<file path="src/rtl/loctag_seq.sv">
`timescale 1ns/1ps
// loctag_seq: per start, warm the LT5534, take one ADC conversion (four averaged when
// LOCTAG_SEQ_AVG_EN is defined), and frequency-shift ctrl_1 for MOD_CYC cycles on a hit.
module loctag_seq #(
  parameter int              DW       = 12,
  parameter int              WARM_CYC = 100,
  parameter logic [DW-1:0]   THRESH   = 12'd512,
  parameter int              HALF_PER = 5,
  parameter int              MOD_CYC  = 50000,
  parameter int              PERIOD   = 500000,
  parameter int              ADC_TO   = 255
) (
  input  logic          clk,
  input  logic          reset,
  input  logic          trig,
  input  logic [1:0]    mode,
  input  logic          force_fs,
  output logic          adc_req,
  input  logic          adc_ack,
  input  logic [DW-1:0] adc_data,
  output logic          lt5534_en,
  output logic          ctrl_1,
  output logic          busy,
  output logic          led,
  output logic          adc_err
);

  localparam int WW = $clog2(WARM_CYC) + 1;
  localparam int TW = $clog2(ADC_TO) + 1;
  localparam int HW = $clog2(HALF_PER) + 1;
  localparam int MW = $clog2(MOD_CYC) + 1;
  localparam int PW = $clog2(PERIOD) + 1;

  localparam logic [WW-1:0] WARM_LAST = WW'(WARM_CYC - 1);
  localparam logic [TW-1:0] TO_LAST   = TW'(ADC_TO - 1);
  localparam logic [HW-1:0] HP_LAST   = HW'(HALF_PER - 1);
  localparam logic [MW-1:0] MOD_LAST  = MW'(MOD_CYC - 1);
  localparam logic [PW-1:0] PER_LAST  = PW'(PERIOD - 1);

  typedef enum logic [2:0] {
    S_IDLE, S_WARMUP, S_SAMPLE, S_DECIDE, S_MODULATE, S_CONT
  } state_t;

  state_t        state_q, state_d;
  logic          trig_s1_q, trig_s1_d;
  logic          trig_s2_q, trig_s2_d;
  logic          trig_e_q, trig_e_d;
  logic [WW-1:0] warm_q, warm_d;
  logic [TW-1:0] to_q, to_d;
  logic [HW-1:0] hp_q, hp_d;
  logic [MW-1:0] mod_q, mod_d;
  logic [PW-1:0] per_q, per_d;
  logic          err_q, err_d;
  logic          lt_q, lt_d;
  logic          req_q, req_d;
  logic          ctrl_q, ctrl_d;
  logic          busy_q, busy_d;
  logic          led_q, led_d;
  logic          start_pls;
  logic          hit;

`ifdef LOCTAG_SEQ_AVG_EN
  logic [DW+1:0] sum_q, sum_d;
  logic [1:0]    nreq_q, nreq_d;
  assign hit = (sum_q[DW+1:2] >= THRESH);
`else
  logic [DW-1:0] sample_q, sample_d;
  assign hit = (sample_q >= THRESH);
`endif

  assign start_pls = trig_s2_q & ~trig_e_q;

  always_ff @(posedge clk) begin
    if (reset) begin
      state_q   <= S_IDLE;
      trig_s1_q <= 1'b0;
      trig_s2_q <= 1'b0;
      trig_e_q  <= 1'b0;
      warm_q    <= '0;
      to_q      <= '0;
      hp_q      <= '0;
      mod_q     <= '0;
      per_q     <= '0;
      err_q     <= 1'b0;
      lt_q      <= 1'b0;
      req_q     <= 1'b0;
      ctrl_q    <= 1'b0;
      busy_q    <= 1'b0;
      led_q     <= 1'b0;
`ifdef LOCTAG_SEQ_AVG_EN
      sum_q     <= '0;
      nreq_q    <= '0;
`else
      sample_q  <= '0;
`endif
    end else begin
      state_q   <= state_d;
      trig_s1_q <= trig_s1_d;
      trig_s2_q <= trig_s2_d;
      trig_e_q  <= trig_e_d;
      warm_q    <= warm_d;
      to_q      <= to_d;
      hp_q      <= hp_d;
      mod_q     <= mod_d;
      per_q     <= per_d;
      err_q     <= err_d;
      lt_q      <= lt_d;
      req_q     <= req_d;
      ctrl_q    <= ctrl_d;
      busy_q    <= busy_d;
      led_q     <= led_d;
`ifdef LOCTAG_SEQ_AVG_EN
      sum_q     <= sum_d;
      nreq_q    <= nreq_d;
`else
      sample_q  <= sample_d;
`endif
    end
  end

  always_comb begin
    state_d   = state_q;
    trig_s1_d = trig;
    trig_s2_d = trig_s1_q;
    trig_e_d  = trig_s2_q;
    warm_d    = warm_q;
    to_d      = to_q;
    mod_d     = mod_q;
    err_d     = err_q;
    per_d     = (per_q == PER_LAST) ? '0 : per_q + 1'b1;
`ifdef LOCTAG_SEQ_AVG_EN
    sum_d     = sum_q;
    nreq_d    = nreq_q;
`else
    sample_d  = sample_q;
`endif
    if (mode == 2'b00) begin
      state_d = S_IDLE;
    end else begin
      case (state_q)
        S_IDLE: begin
          if (mode == 2'b11) begin
            state_d = S_CONT;
          end else if ((mode == 2'b10 && start_pls) || (mode == 2'b01 && per_q == PER_LAST)) begin
            state_d = S_WARMUP;
            warm_d  = '0;
          end
        end
        S_WARMUP: begin
          if (warm_q == WARM_LAST) begin
            state_d = S_SAMPLE;
            to_d    = '0;
`ifdef LOCTAG_SEQ_AVG_EN
            sum_d   = '0;
            nreq_d  = '0;
`endif
          end else begin
            warm_d = warm_q + 1'b1;
          end
        end
        S_SAMPLE: begin
          // An ack on the final timeout cycle still wins over the timeout.
          if (adc_ack) begin
`ifdef LOCTAG_SEQ_AVG_EN
            sum_d  = sum_q + {2'b00, adc_data};
            to_d   = '0;
            nreq_d = nreq_q + 1'b1;
            if (nreq_q == 2'd3) state_d = S_DECIDE;
`else
            sample_d = adc_data;
            state_d  = S_DECIDE;
`endif
          end else if (to_q == TO_LAST) begin
            state_d = S_IDLE;
            err_d   = 1'b1;
          end else begin
            to_d = to_q + 1'b1;
          end
        end
        S_DECIDE: begin
          if (hit || force_fs) begin
            state_d = S_MODULATE;
            mod_d   = '0;
          end else begin
            state_d = S_IDLE;
          end
        end
        S_MODULATE: begin
          if (mod_q == MOD_LAST) state_d = S_IDLE;
          else                   mod_d   = mod_q + 1'b1;
        end
        S_CONT: begin
          if (mode != 2'b11) state_d = S_IDLE;
        end
        default: state_d = S_IDLE;
      endcase
    end
  end

  always_comb begin
    lt_d   = (state_d == S_WARMUP) || (state_d == S_SAMPLE) || (state_d == S_DECIDE);
    req_d  = (state_d == S_SAMPLE);
    busy_d = (state_d != S_IDLE);
    led_d  = (state_d == S_MODULATE) || (state_d == S_CONT);
    ctrl_d = 1'b0;
    hp_d   = '0;
    // Shift starts high on entry, then flips every HALF_PER cycles while the state persists.
    if (led_d && state_d != state_q) begin
      ctrl_d = 1'b1;
    end else if (led_d) begin
      if (hp_q == HP_LAST) begin
        ctrl_d = ~ctrl_q;
      end else begin
        ctrl_d = ctrl_q;
        hp_d   = hp_q + 1'b1;
      end
    end
  end

  assign lt5534_en = lt_q;
  assign adc_req   = req_q;
  assign ctrl_1    = ctrl_q;
  assign busy      = busy_q;
  assign led       = led_q;
  assign adc_err   = err_q;

endmodule

</file>
<file path="config.mk">
export PLATFORM = sky130hd
export DESIGN_NAME = loctag_seq
export DESIGN_NICKNAME = d
export VERILOG_FILES = /design/src/rtl/loctag_seq.sv
export SDC_FILE = /design/constraint.sdc
export NUM_CORES = 1
export LEC_CHECK = 0
export BUFFER_PORTS_ARGS = -buffer_cell sky130_fd_sc_hd__buf_2
export CAP_MARGIN = 25
export CORE_ASPECT_RATIO = 1.1
export CORE_MARGIN = 2
export CORE_UTILIZATION = 35
export CTS_CLUSTER_DIAMETER = 120
export CTS_CLUSTER_SIZE = 12
export DETAILED_ROUTE_END_ITERATION = 7
export GPL_ROUTABILITY_DRIVEN = 0
export PLACE_DENSITY = 0.63
export SKIP_CTS_REPAIR_TIMING = 1
export SYNTH_ARGS = -nofsm -noshare
export SYNTH_HDL_FRONTEND = slang
export SYNTH_SLANG_ARGS = --single-unit
</file>
<file path="constraint.sdc">
create_clock -name clk -period 2.85 [get_ports clk]
set_input_delay 0.1425 -clock clk [delete_from_list [all_inputs] [get_ports clk]]
set_output_delay 0.1425 -clock clk [all_outputs]
set_load 0.02 [all_outputs]
</file>
# Word-level counts from Yosys, hierarchy flattened
# Index checks and enable logic that the tools add are counted.
# op_classes
order_cmp	1
n_eq_ne	29
n_reduce_logical	21
mux	24
n_addsub	5
n_bitwise	6
# op_table
op	count
two-way mux 17 bit	2
one-hot mux 17 bit (2 select lines)	1
two-way mux 3 bit	9
two-way mux 9 bit	3
two-way mux 8 bit	3
adder 20 x 1 -> 20 bit (second input constant)	1
== test 20 x 19 -> 1 bit (second input constant)	1
inequality test 2 bit (second input constant)	9
one-hot mux 3 bit (6 select lines)	1
one-hot mux 9 bit (2 select lines)	1
adder 17 x 1 -> 17 bit (second input constant)	1
== test 17 x 16 -> 1 bit (second input constant)	1
one-hot mux 8 bit (2 select lines)	1
== test 3 x 2 -> 1 bit (second input constant)	4
== test 3 bit (second input constant)	4
>= comparator 12 x 10 -> 1 bit (second input constant)	1
AND reduction 5 bit	2
adder 9 x 1 -> 9 bit (second input constant)	1
== test 9 x 8 -> 1 bit (second input constant)	1
adder 8 x 1 -> 8 bit (second input constant)	1
== test 8 x 7 -> 1 bit (second input constant)	1
AND reduction 4 bit	2
== test 3 x 1 -> 1 bit (second input constant)	2
nonzero test 2 bit	3
17 further kinds	30
# word_totals
wordCells	102
reg_bits	82
out_inout_bits	6

# Depth between registers and ports, before layout
# Gate-level depths: netlist of run 1.
# logic_depth
depth_word	12
ltp_mapped	9
depth_no_buf	8

# Worst setup path after synthesis of run 1
# OpenSTA, ideal clock, no wires.
# synth_path
kind	reg-to-reg
from	reg warm_q[0] (netlist name)
to	reg mod_q[16]
setup_time_ns	0.070
path_slack_ns	0.483
arrival_ns	2.296
path_buffers	1
stages_incl_launch_ff	9
t_required_ns	2.780
cell_sequence	dfxtp_1 ha_1 and4b_1 a21oi_1 or3_1 clkbuf_2 or4_1 or3_1 a21oi_1
# synth_lines
element	line_no	rtl
to (signal assigned)	104	mod_q <= mod_d;
to (decl)	51	logic [MW-1:0] mod_q, mod_d;

==> results of run 1 <==
-- sequential cells by signal (all words and copies together) (netlist names) --
signal / count
per_q: 20
mod_q: 17
to_q: 9
warm_q: 8
hp_q: 4
sample_q: 3
state_q: 3
adc_err: 1
adc_req: 1
busy: 1
ctrl_1: 1
led: 1
lt5534_en: 1
trig_e_d: 1
trig_e_q: 1
trig_s1_q: 1
-- placed cells by master (no fill, tap or decap), types with 10 or more instances in the layout --
| cell | instances |
|---|---|
| sky130_fd_sc_hd__xnor2_1 | 13 |
| sky130_fd_sc_hd__nand4_1 | 17 |
| sky130_fd_sc_hd__o21ai_0 | 10 |
| sky130_fd_sc_hd__buf_2 | 15 |
| sky130_fd_sc_hd__or4_1 | 13 |
| sky130_fd_sc_hd__nand2_1 | 27 |
| sky130_fd_sc_hd__nand3_1 | 25 |
| sky130_fd_sc_hd__xor2_1 | 23 |
| sky130_fd_sc_hd__clkbuf_8 | 11 |
| sky130_fd_sc_hd__inv_1 | 11 |
| sky130_fd_sc_hd__dfxtp_1 | 73 |
| sky130_fd_sc_hd__nor2_1 | 58 |
| sky130_fd_sc_hd__a21oi_1 | 18 |
-- worst max-delay path, cell delays in order, from the launching register on --
cell and delay (ns):
sky130_fd_sc_hd__dfxtp_1 0.39, sky130_fd_sc_hd__ha_1 0.23, sky130_fd_sc_hd__and4b_1 0.26, sky130_fd_sc_hd__a21oi_1 0.10
sky130_fd_sc_hd__or3_1 0.41, sky130_fd_sc_hd__or4_1 0.55, sky130_fd_sc_hd__or3_1 0.32, sky130_fd_sc_hd__a21oi_1 0.13
-- cells in the mapped netlist, types with 2 or more instances --
library cell / count
sky130_fd_sc_hd__nor4_1: 8
sky130_fd_sc_hd__a21o_1: 3
sky130_fd_sc_hd__nand2_1: 27
sky130_fd_sc_hd__nor3b_1: 2
sky130_fd_sc_hd__nand3_1: 25
sky130_fd_sc_hd__o211ai_1: 9
sky130_fd_sc_hd__dfxtp_1: 73
sky130_fd_sc_hd__nand2b_1: 2
sky130_fd_sc_hd__and4_1: 7
sky130_fd_sc_hd__o21bai_1: 3
sky130_fd_sc_hd__xnor2_1: 13
sky130_fd_sc_hd__a211oi_1: 2
sky130_fd_sc_hd__o21ai_0: 10
sky130_fd_sc_hd__and2_1: 3
sky130_fd_sc_hd__or3_1: 8
sky130_fd_sc_hd__nor3_1: 7
sky130_fd_sc_hd__clkbuf_1: 15
sky130_fd_sc_hd__a21oi_1: 18
sky130_fd_sc_hd__and3_1: 9
sky130_fd_sc_hd__nor2b_1: 6
sky130_fd_sc_hd__nor4bb_1: 2
sky130_fd_sc_hd__or4_1: 13
sky130_fd_sc_hd__o31ai_1: 3
sky130_fd_sc_hd__nor2_1: 58
sky130_fd_sc_hd__inv_1: 11
sky130_fd_sc_hd__nand4_1: 17
sky130_fd_sc_hd__buf_2: 2
sky130_fd_sc_hd__mux2i_1: 4
sky130_fd_sc_hd__xor2_1: 23
sky130_fd_sc_hd__ha_1: 7
sky130_fd_sc_hd__o21a_1: 2
sky130_fd_sc_hd__or2_2: 3
-- through the flow --
stage	hold slack [ns]	setup slack, ns	util
after floorplan	0.2707	0.4834	-
after global placement	0.3557	0.4314	0.3782
after detailed placement	0.3689	0.3957	0.3782
after CTS	0.01110	0.3768	0.3959
after global routing	0.03468	0.2166	0.3959
final	0.01880	0.3894	0.3959
-- metal layers --
layer / global-route usage / vias up
met1: 0.1607 / 1372
met5: 0 / -
met4: 0.06067 / 0
met3: 0.02949 / 10
met2: 0.2326 / 39
li1: - / 1519
-- cells by family after synthesis --
group                    after synthesis  share of synthesized area
AO/OA/AOI/OAI                         59                     0.1068
XOR/XNOR                              36                    0.08939
adder cells (fa/ha/maj)                7                    0.02483
buffers and inverters                 31                    0.03512
flip-flops                            73                     0.4143
multiplexers                           5                    0.01454
AND/OR/NAND/NOR                      206                     0.3150
-- worst paths after layout --
check | startpoint | end | slack (ns) | cells after the start
setup reg to reg | warm_q[0] | mod_q[16] | 0.39 | 7
hold reg to reg | trig_s1_q | trig_e_d | 0.44 | 1
hold / removal | trig | trig_s1_q | 0.02 | 2
setup / recovery | warm_q[0] | mod_q[16] | 0.39 | 7
-- cell type report --
class | count | area [sq um] | share of cell area
Clock buffer | 13 | 158.9 | 0.04078
Inverter | 11 | 41.29 | 0.01060
Tap cell | 120 | 150.1 | 0.03854
Timing Repair Buffer | 22 | 127.6 | 0.03276
Sequential cell | 73 | 1461 | 0.3751
Multi-Input combinational cell | 313 | 1942 | 0.4984
Clock inverter | 3 | 15.01 | 0.003854
-- power groups by stage --
stage / Combinational (W) / Sequential, W / Clock [W]
after global placement: 0.000147 / 0.00107 / 0
after detailed placement: 0.000149 / 0.00107 / 0
after global routing: 0.000167 / 0.00105 / 0.000791
final: 0.000149 / 0.00105 / 0.000722
after floorplan: 0.000102 / 0.00107 / 0
after CTS: 0.000150 / 0.00105 / 0.000747
==> results, run 1 <==
- The dominant cell type by area after synthesis is sky130_fd_sc_hd__dfxtp_1.
- The number of instances in the synthesized netlist is 417.
- The critical path endpoint category is a register.
- After the last flow step, the layout net total stands at 456.
- In the final layout, the share of cells above drive strength 1 is 0.09885.
- The routed length on met3 is 207 um.
- The TritonCTS clock tree is built.
- The post-synth net total is 443.
- The minimum clock period after layout is 2.461 ns.
- The number of routed nets with antenna violations is 0.
- The routed wire length is 6832 um.
- The final number of max-transition violations is 0.
- Setup violations remaining at the end of the flow were counted as 0.
- The share of Yosys cell area claimed by the top area cell type is 0.4143.
- The switching share of power is 0.2453.
- The average wire per cell in the routed design is 12.31 um.
- Across every metal layer, demand over resource in global routing totals 0.1348.
- The clock drives 73 sinks.
- The floorplan step defined a die boundary enclosing 10900 sq um.
- The synthesized design contains 73 register bits.
- The first global-routing pass estimated 12100 um of wire.
- The setup path with the least slack is of type register to register.
- The number of hold violations in the final report is 0.
- After synthesis, the share of flip-flops with an asynchronous set or reset is 0.
- The root buffer cell chosen for the clock tree is sky130_fd_sc_hd__clkbuf_8.
- The total via count in the routed design is 2940.
- The data arrival at the endpoint of the critical path is 2.73 ns.
- The tightest min-delay check is of the input pin to register type.
- Counting tap cells, the placed design contains a total of 539 instances.
- The number of antenna violations at the first check in global routing is 0.
- Power spread over the standard cell area amounts to 493.4 nW/um^2.
- The overall power is 0.001922 W.
- The number of max-cap violations is 0.
- The final cell count without fillers is 555.
- The slew of the pin with the lowest slew margin is 0.6724 ns.
- In this run the core area contains 38 standard-cell rows.
- Counting flops with a built-in enable in the synthesized netlist gives 0.
- From bottom edge to top edge, the die measures 109.3 um.
- The area of the mapped netlist is 3527 sq um.
- The wire length on met2 is 3198 um.
- The clock passes through at most 2 buffers.
- The highest metal layer carrying signal wires in the routed design is met4.
- 0 antenna diodes ended up in the layout.
- The leakage power of the design is 1.485 nW.
- The leftover overflow at the end of global routing is 0.
- During synthesis, Yosys emitted a total of 0 warnings.
- The number of DRC markers in iteration 0 is 132.
- The number of buffers inserted by port buffering is 15.
- Each instance of the synthesized netlist takes up on average 8.458 sq um.
- Of the total power, combinational logic draws 0.078.
- Static timing analysis puts the maximum clock frequency at 0.4064 GHz.
- The number of global-route vias before repair is 2819.
- The number of top-level pins is 25.
- The region available for standard cell placement spans 9842 sq um.
- Setup repair after global routing left no endpoint under its margin.
- The length of routed wiring on met1 is 3314 um.
- Summed over all nets, the switching power comes to 0.0004715 W.
- The register clock-pin slew on the reported worst setup and hold paths is 0.07 ns.
- The top flip-flop cell by instance count after synthesis is sky130_fd_sc_hd__dfxtp_1.
- For this configuration, the core starts out at a cell density of 0.3584.
- The total DRC errors in the routed layout is 0.
- By area the synthesized netlist is led by sky130_fd_sc_hd__dfxtp_1 41%, sky130_fd_sc_hd__nor2_1 6.2%, sky130_fd_sc_hd__xor2_1 5.7%.
- The share of total power dissipated in the clock network is 0.376.
- Buffers inserted during clock tree synthesis total 9.
- After routing, the total negative slack on setup checks comes to 0 ns.
- The number of H-tree levels is 3.
- In this run the worst path has a maximum fanout of 4.
- Counting distinct cell types in the post-synthesis netlist gives 54.
- After detailed routing, the number of vias per cell comes to 5.297.
- The clock arrives with 0.01290 ns of skew.
- The part of the Yosys area used for sequential elements is 0.4143.
- Summing all placed instances gives a cell area of 3722 sq um.
- The data required time of the worst path is 3.12 ns.
- Entering global routing, the biggest net connects 34 pins.
- Of the available clock period, the critical path in the final layout requires 0.8634.
- For this run, the detailed router's first-pass iteration total came to 4.
- The sequential cell fraction of total power is 0.547.
- The area growth from synthesis to layout is 10.46%.
- The type of element launching the critical path is a register.
- The die is 99.72 um wide.
- After routing the design area is 3896 sq um.
- The internal power of the cells is 0.001451 W.
- The clock latency of the later-clocked register in the worst-skew pair is 0.34 ns.
- Once detailed placement completed, the half-perimeter wirelength came to 4789 um.
- The run finished with clean final reports.
- The worst slew margin relative to its limit is 0.5518.
- The maximum vdd ir drop is 0.0003541 V.
- The filler cell count in the final layout is 995.
Power figures use the tool's default switching activity.
==> run 2: changes to the inputs <==
--- a/config.mk
+++ b/config.mk
@@ -7,7 +7,6 @@
 export LEC_CHECK = 0
 export BUFFER_PORTS_ARGS = -buffer_cell sky130_fd_sc_hd__buf_2
 export CAP_MARGIN = 25
-export CORE_ASPECT_RATIO = 1.1
 export CORE_MARGIN = 2
 export CORE_UTILIZATION = 35
 export CTS_CLUSTER_DIAMETER = 120
@@ -16,6 +15,7 @@
 export GPL_ROUTABILITY_DRIVEN = 0
 export PLACE_DENSITY = 0.63
 export SKIP_CTS_REPAIR_TIMING = 1
+export SLEW_MARGIN = 10
 export SYNTH_ARGS = -nofsm -noshare
 export SYNTH_HDL_FRONTEND = slang
 export SYNTH_SLANG_ARGS = --single-unit
==> run 2 against run 1 <==
  * Die area about the same
  * Critical path depth unchanged
  * Utilization is 0.61 points higher
  * Worst hold slack better by 0.0012 ns
  * Sequential power hardly changed
  * Sequential share of layout area shrank 0.31 points
  * Setup slack lost 0.092 ns
  * Clock power rose by 6.9%
  * Power is 2.7% higher
  * Final cell count rose by 2.2%
==> results, run 2 (synthesis gave the netlist of run 1 again) <==
- The flow ran to the end, and the final reports show no timing, DRC or antenna violations.
- The power per cell area was 502.5 nW/um^2 (+1.9%).
- The register clock-pin slew on the reported worst setup and hold paths came to 0.07 ns (about the same).
- The global-route wire length before repair is 12360 um (+2.2%).
- The worst min-delay path class is input pin to register.
- The end of the worst register-to-register path is mod_q[16].
- The count of standard-cell rows came to 36 (-5.3%).
- The full die area was 10900 sq um (about the same).
- The chip height is 104.4 um (-4.5%).
- Setup repair after global routing left no endpoint under its margin.
- The number of top-level pins came to 25 (unchanged).
- The total via count in the routed design was 2917 (-0.78%).
- STA classifies the critical path endpoint as a register.
- The clock latency of the later-clocked register in the worst-skew pair is 0.35 ns (about the same).
- The largest incremental delay on the critical path was 0.56 ns (about the same).
- The detailed placement HPWL is 4910 um (+2.5%).
- The depth of the worst register-to-register path is 7 (unchanged).
- TritonCTS built the clock tree.
- The top fanout value on the critical path came to 7 (+3).
- After global routing, the most crowded layer is met2.
- The width of the die is 104.4 um (+4.7%).
- The capture endpoint of the worst hold path is trig_s1_q.
- The minimum clock period after layout was 2.552 ns (+0.09192 ns).
- The met1 capacity usage during global routing is 0.1671 (+0.006437).
- The maximum clock frequency is 0.3918 GHz (-3.6%).
- The maximum vdd ir drop is 0.0003428 V (-3.2%).
- The setup TNS is 0 ns (unchanged).
- The number of global-route vias before repair came to 2792 (-0.96%).
- The clock net sink count was 73 (unchanged).
- The clock root buffer is sky130_fd_sc_hd__clkbuf_8.
- The top cell types in the final layout, fill and taps aside, are 73 x sky130_fd_sc_hd__dfxtp_1, 58 x sky130_fd_sc_hd__nor2_1, 27 x sky130_fd_sc_hd__nand2_1.
- The number of routed nets with antenna violations is 0 (unchanged).
- The number of DRC markers in iteration 0 was 141 (+6.8%).
- The core occupancy in the finished layout was 0.4019 (+0.006065).
- The gate family responsible for the most delay along the worst path is simple AND/OR/NAND/NOR gates.
- The pin count of the biggest net entering global routing was 34 (unchanged).
- The antenna diode count was 0 (unchanged).
- The clock skew came to 0.01039 ns (-0.002505 ns).
- The slew of the pin with the lowest slew margin was 0.7099 ns (+0.03754 ns).
- The number of buffers inserted by port buffering was 15 (unchanged).
- The number of cells traversed by the worst hold path is 2 (unchanged).
- The number of buffers created by CTS is 9 (unchanged).
- In this run the critical register-to-register path is launched from warm_q[0].
- The critical-path cell with the highest stage delay is sky130_fd_sc_hd__or4_1.
- The largest registers in the layout are per_q: 20 flops, mod_q: 17 flops, to_q: 9 flops.
- The data arrival at the endpoint of the critical path was 2.83 ns (+0.10 ns).
- The number of H-tree levels came to 3 (unchanged).
- The average wire per cell in the routed design is 12.33 um (+0.16%).
- The final number of max-transition violations is 0 (unchanged).
- The register with the most flip-flops in the final layout is per_q.
- The leftover overflow at the end of global routing is 0 (unchanged).
- The leading cell type in the layout, fill and taps excluded is sky130_fd_sc_hd__dfxtp_1.
- The share of the cycle needed by the critical path after routing is 0.8956 (+0.03225).
- The first-pass iteration count of the detailed router is 5 (+1).
- The leakage power of the design is 1.494 nW (+0.63%).
- The type of element launching the critical path is a register.
- The final number of setup-violating endpoints is 0 (unchanged).
- The met2 demand-to-capacity share in global routing is 0.2283 (-0.004334).
- The smallest setup slack after layout was 0.2975 ns (-0.09192 ns).
- The hold path startpoint is trig.
- The number of antenna violations at the first check in global routing is 0 (unchanged).
- The number of hold violations in the final report is 0 (unchanged).
- The worst path buffer plus inverter count is 0 (unchanged).
- The detail-routed via count per cell was 5.145 (-2.9%).
- The data required time of the worst path is 3.13 ns (about the same).
- The area growth from synthesis to layout is 11.39%.
- The worst setup slack for register-to-register paths is 0.30 ns (-0.09 ns).
- The fraction of layout cells with a size suffix above 1 came to 0.1014 (+0.002532).
- The total DRC errors in the routed layout is 0 (unchanged).
- The total number of nets in the final design is 457 (+0.22%).
- Tracing the worst setup path back leads to its startpoint at warm_q[0].
- The maximum clock insertion buffer count was 2 (unchanged).
- The critical path in this run is classified as register to register.
- The met3 track demand over resource was 0.03697 (+0.007480).
- The signal on the critical path passes through ha_1 > and4b_1 > a21oi_1 > or3_1 > or4_1 > or3_1 > a21oi_1.
- The total track usage is 0.1373 (+0.002496).
- The routed wire length came to 6991 um (+2.3%).
- The worst slew margin relative to its limit is 0.5267 (-0.02502).
- The total core area came to 9774 sq um (-0.69%).
- The number of max-cap violations came to 0 (unchanged).
- The setup slack after placement is 0.3462 ns (-0.04949 ns).
- The number of flip-flops in the largest register is 20 (unchanged).
- The effective utilization at floorplan is 0.3609 (+0.002477).
[run 2: power by group]
group          leakage, nW  internal, W  switching [W]
combinational        0.807    0.0000561      0.0000951
clock               0.0978     0.000414       0.000358
sequential           0.590      0.00104      0.0000156
total                 1.49      0.00151       0.000469
[run 2: cell type report]
class,count,area (sq um)
fill,984,5846
multi-input combinational,313,1942
sequential,73,1461
tap,133,166.4
clock buffer,10,137.6
timing repair buffer,23,135.1
clock inverter,4,45.04
inverter,11,41.29
[run 2: stage by stage]
stage | power, W | instance area, sq um | hold slack [ns] | instances
2_1_floorplan | 0.001176 | 3527 | 0.2707 | 417
3_3_place_gp | 0.001222 | 3746 | 0.3672 | 553
6_report | 0.001974 | 3929 | 0.01995 | 567
5_1_grt | 0.002069 | 3929 | 0.02574 | 567
3_5_place_dp | 0.001226 | 3746 | 0.3683 | 553
4_1_cts | 0.001997 | 3929 | 0.008053 | 567
[run 2: worst register-to-register path: cells and delay by family, from the launching register on]
kind            cells  cell delay (ns)
simple gates        4             1.62
flops               1             0.40
fa+ha+maj           1             0.23
compound gates      2             0.23
[run 2: routing by layer]
metal	routed length, um	share of wire
met5	0	0
met4	119	0.017
met3	275	0.039
met2	3290	0.47
met1	3306	0.47
[run 2: worst max-delay path by stage]
stage | endpoint | slack [ns] | depth (start not counted)
after floorplan | mod_q[16] | 0.48 | 8
after CTS | mod_q[16] | 0.30 | 7
after global routing | hp_q[3] | 0.11 | 8
after global placement | mod_q[16] | 0.35 | 7
after detailed placement | mod_q[16] | 0.35 | 7
final | mod_q[16] | 0.30 | 7
==> run 3: changes to the inputs <==
==> constraint.sdc (replaced) <==
create_clock -name clk -period 3.23 [get_ports clk]
set_input_delay 0.1615 -clock clk [delete_from_list [all_inputs] [get_ports clk]]
set_output_delay 0.1615 -clock clk [all_outputs]
set_load 0.02 [all_outputs]
==> run 3 against run 2 <==
  * Flip-flop and latch count is the same
  * Non-clock buffer count fell by 4
  * First-iteration DRC count is 5.0% higher
  * Sequential share of layout area is essentially flat
  * Final area about the same
  * Die area did not move
  * Via count is 0.93% lower
  * Power fell by 7.7%
==> results, run 3 (synthesis gave the netlist of run 1 again) <==
- The run finished with clean final reports.
- The overall power is 0.001823 W (-7.7%).
- The end of the worst register-to-register path is hp_q[2].
- The number of DRC markers in iteration 0 is 148 (+5.0%).
- The data arrival at the endpoint of the critical path is 2.87 ns (+0.04 ns).
- The slew of the pin with the lowest slew margin is 0.7416 ns (+0.03168 ns).
- The full die area is 10900 sq um (unchanged).
- CTS placed an instance of sky130_fd_sc_hd__clkbuf_8 at the clock tree root.
- The smallest setup slack after layout was 0.5650 ns (+0.2675 ns).
- The depth of the worst register-to-register path came to 7 (unchanged).
- The maximum clock frequency is 0.3752 GHz (-4.2%).
- The number of cells traversed by the worst hold path is 2 (unchanged).
- The worst hold path terminates at trig_s1_q.
- The number of buffers inserted by port buffering came to 15 (unchanged).
- The data required time of the worst path came to 3.43 ns (+0.30 ns).
- The detail-routed via count per cell was 5.115 (-0.57%).
- The total core area is 9774 sq um (unchanged).
- The clock share of power is 0.423 (+0.032).
- The number of routed nets with antenna violations is 0 (unchanged).
- The maximum vdd ir drop came to 0.0003071 V (-10%).
- The minimum clock period after layout is 2.665 ns (+0.1125 ns).
- The reported net switching power was 0.0004359 W (-7.0%).
- The setup TNS was 0 ns (unchanged).
- The filler cell count in the final layout was 1012 (+2.8%).
- The fraction of layout cells with a size suffix above 1 is 0.09491 (-0.006475).
- The antenna diode count is 0 (unchanged).
- The worst hold path begins at trig.
- The top fanout value on the critical path is 16 (+9).
- The clock latency of the later-clocked register in the worst-skew pair was 0.35 ns (about the same).
- The number of hold violations in the final report was 0 (unchanged).
- The number of flip-flops in the largest register is 20 (unchanged).
- The maximum clock insertion buffer count is 2 (unchanged).
- The critical path endpoint category is a register.
- The worst min-delay path class is input pin to register.
- The chip height was 104.4 um (unchanged).
- The pin count of the biggest net entering global routing was 22 (-35%).
- Ranked by flip-flop count, first place goes to per_q.
- The leftover overflow at the end of global routing is 0 (unchanged).
- The average wire per cell in the routed design is 12.11 um (-1.8%).
- The worst setup slack for register-to-register paths is 0.57 ns (+0.27 ns).
- The number of max-cap violations was 0 (unchanged).
- The largest registers in the layout are per_q: 20 flops, mod_q: 17 flops, to_q: 9 flops.
- The part of the power in combinational logic is 0.068 (-0.009).
- The first-pass iteration count of the detailed router is 4 (-1).
- The total via count in the routed design is 2890 (-0.93%).
- The width of the die is 104.4 um (unchanged).
- The type of element launching the critical path is a register.
- The count of standard-cell rows is 36 (unchanged).
- The power per cell area is 464.2 nW/um^2 (-7.6%).
- The number of H-tree levels is 3 (unchanged).
- The total DRC errors in the routed layout is 0 (unchanged).
- The sequential cell fraction of total power is 0.509 (-0.023).
- The final number of setup-violating endpoints is 0 (unchanged).
- The effective utilization at floorplan was 0.3609 (unchanged).
- The TritonCTS clock tree is built.
- The area growth from synthesis to layout came to 11.32% (about the same).
- The leading cell type in the layout, fill and taps excluded is sky130_fd_sc_hd__dfxtp_1.
- The final number of max-transition violations is 0 (unchanged).
- The register clock-pin slew on the reported worst setup and hold paths is 0.07 ns (about the same).
- The share of the cycle needed by the critical path after routing is 0.8251 (-0.07053).
- The leakage power of the design came to 1.483 nW (-0.74%).
- The category of the most critical setup path is register to register.
- The switching share of power is 0.2392 (+0.001711).
- The total number of nets in the final design came to 453 (-0.88%).
- The number of global-route vias before repair came to 2710 (-2.9%).
- The clock skew is 0.009130 ns (-0.001262 ns).
- The detailed placement HPWL is 4787 um (-2.5%).
- The routed wire length is 6844 um (-2.1%).
- The internal power of the cells came to 0.001387 W (-7.9%).
- In the layout the commonest cells are 73 x sky130_fd_sc_hd__dfxtp_1, 58 x sky130_fd_sc_hd__nor2_1, 27 x sky130_fd_sc_hd__nand2_1.
- The global-route wire length before repair is 12170 um (-1.6%).
- The worst slew margin relative to its limit is 0.5056 (-0.02112).
- The worst register-to-register path begins at warm_q[0].
- The number of buffers created by CTS is 9 (unchanged).
- The total track usage came to 0.1344 (-0.002892).
- The clock net sink count was 73 (unchanged).
- The core occupancy in the finished layout came to 0.4017 (about the same).
- The number of antenna violations at the first check in global routing is 0 (unchanged).
- The number of top-level pins is 25 (unchanged).
- Setup repair after global routing left no endpoint under its margin.
- The setup slack after placement is 0.5655 ns (+0.2193 ns).
- The minimum hold slack was 0.03069 ns (+0.01074 ns).
run 3: worst max-delay path by stage:
stage / from / to / slack [ns]
floorplan: warm_q[0] / mod_q[16] / 0.86
global placement: warm_q[0] / mod_q[16] / 0.61
detailed placement: warm_q[0] / mod_q[16] / 0.57
CTS: warm_q[0] / mod_q[16] / 0.55
global route: state_q[0] / hp_q[2] / 0.35
finish: warm_q[0] / hp_q[2] / 0.57
run 3: cell type report:
type	count	area, sq um	share of cell area
Clock inverter	6	82.58	0.02103
Multi-Input combinational cell	313	1942	0.4946
Tap cell	133	166.4	0.04238
Clock buffer	10	127.6	0.03250
Sequential cell	73	1461	0.3722
Inverter	11	41.29	0.01052
Timing Repair Buffer	19	105.1	0.02677
run 3: power groups by stage:
stage / combinational (W) / clock, W / sequential [W]
finish: 0.000124 / 0.000772 / 0.000927
global route: 0.000139 / 0.000834 / 0.000930
CTS: 0.000125 / 0.000793 / 0.000927
detailed placement: 0.000124 / 0 / 0.000948
global placement: 0.000122 / 0 / 0.000948
floorplan: 0.0000900 / 0 / 0.000947
run 3: through the flow:
step / cells / cell area (sq um)
2_1_floorplan: 417 / 3527
3_3_place_gp: 549 / 3716
3_5_place_dp: 549 / 3716
4_1_cts: 565 / 3926
5_1_grt: 565 / 3926
6_report: 565 / 3926
run 3: routing by layer:
layer | vias up | track usage | wire, um
met4 | 0 | 0.04537 | 93
li1 | 1514 | - | -
met1 | 1331 | 0.1703 | 3368
met2 | 38 | 0.2148 | 3104
met3 | 7 | 0.04386 | 278
met5 | - | 0 | 0
run 3: critical path: stages (launching register included):
cell and delay [ns]:
sky130_fd_sc_hd__dfxtp_1 0.39, sky130_fd_sc_hd__ha_1 0.23, sky130_fd_sc_hd__and4b_1 0.26, sky130_fd_sc_hd__a21oi_1 0.09, sky130_fd_sc_hd__or3_1 0.58, sky130_fd_sc_hd__and3_1 0.25, sky130_fd_sc_hd__o311ai_1 0.57, sky130_fd_sc_hd__nor4_1 0.15
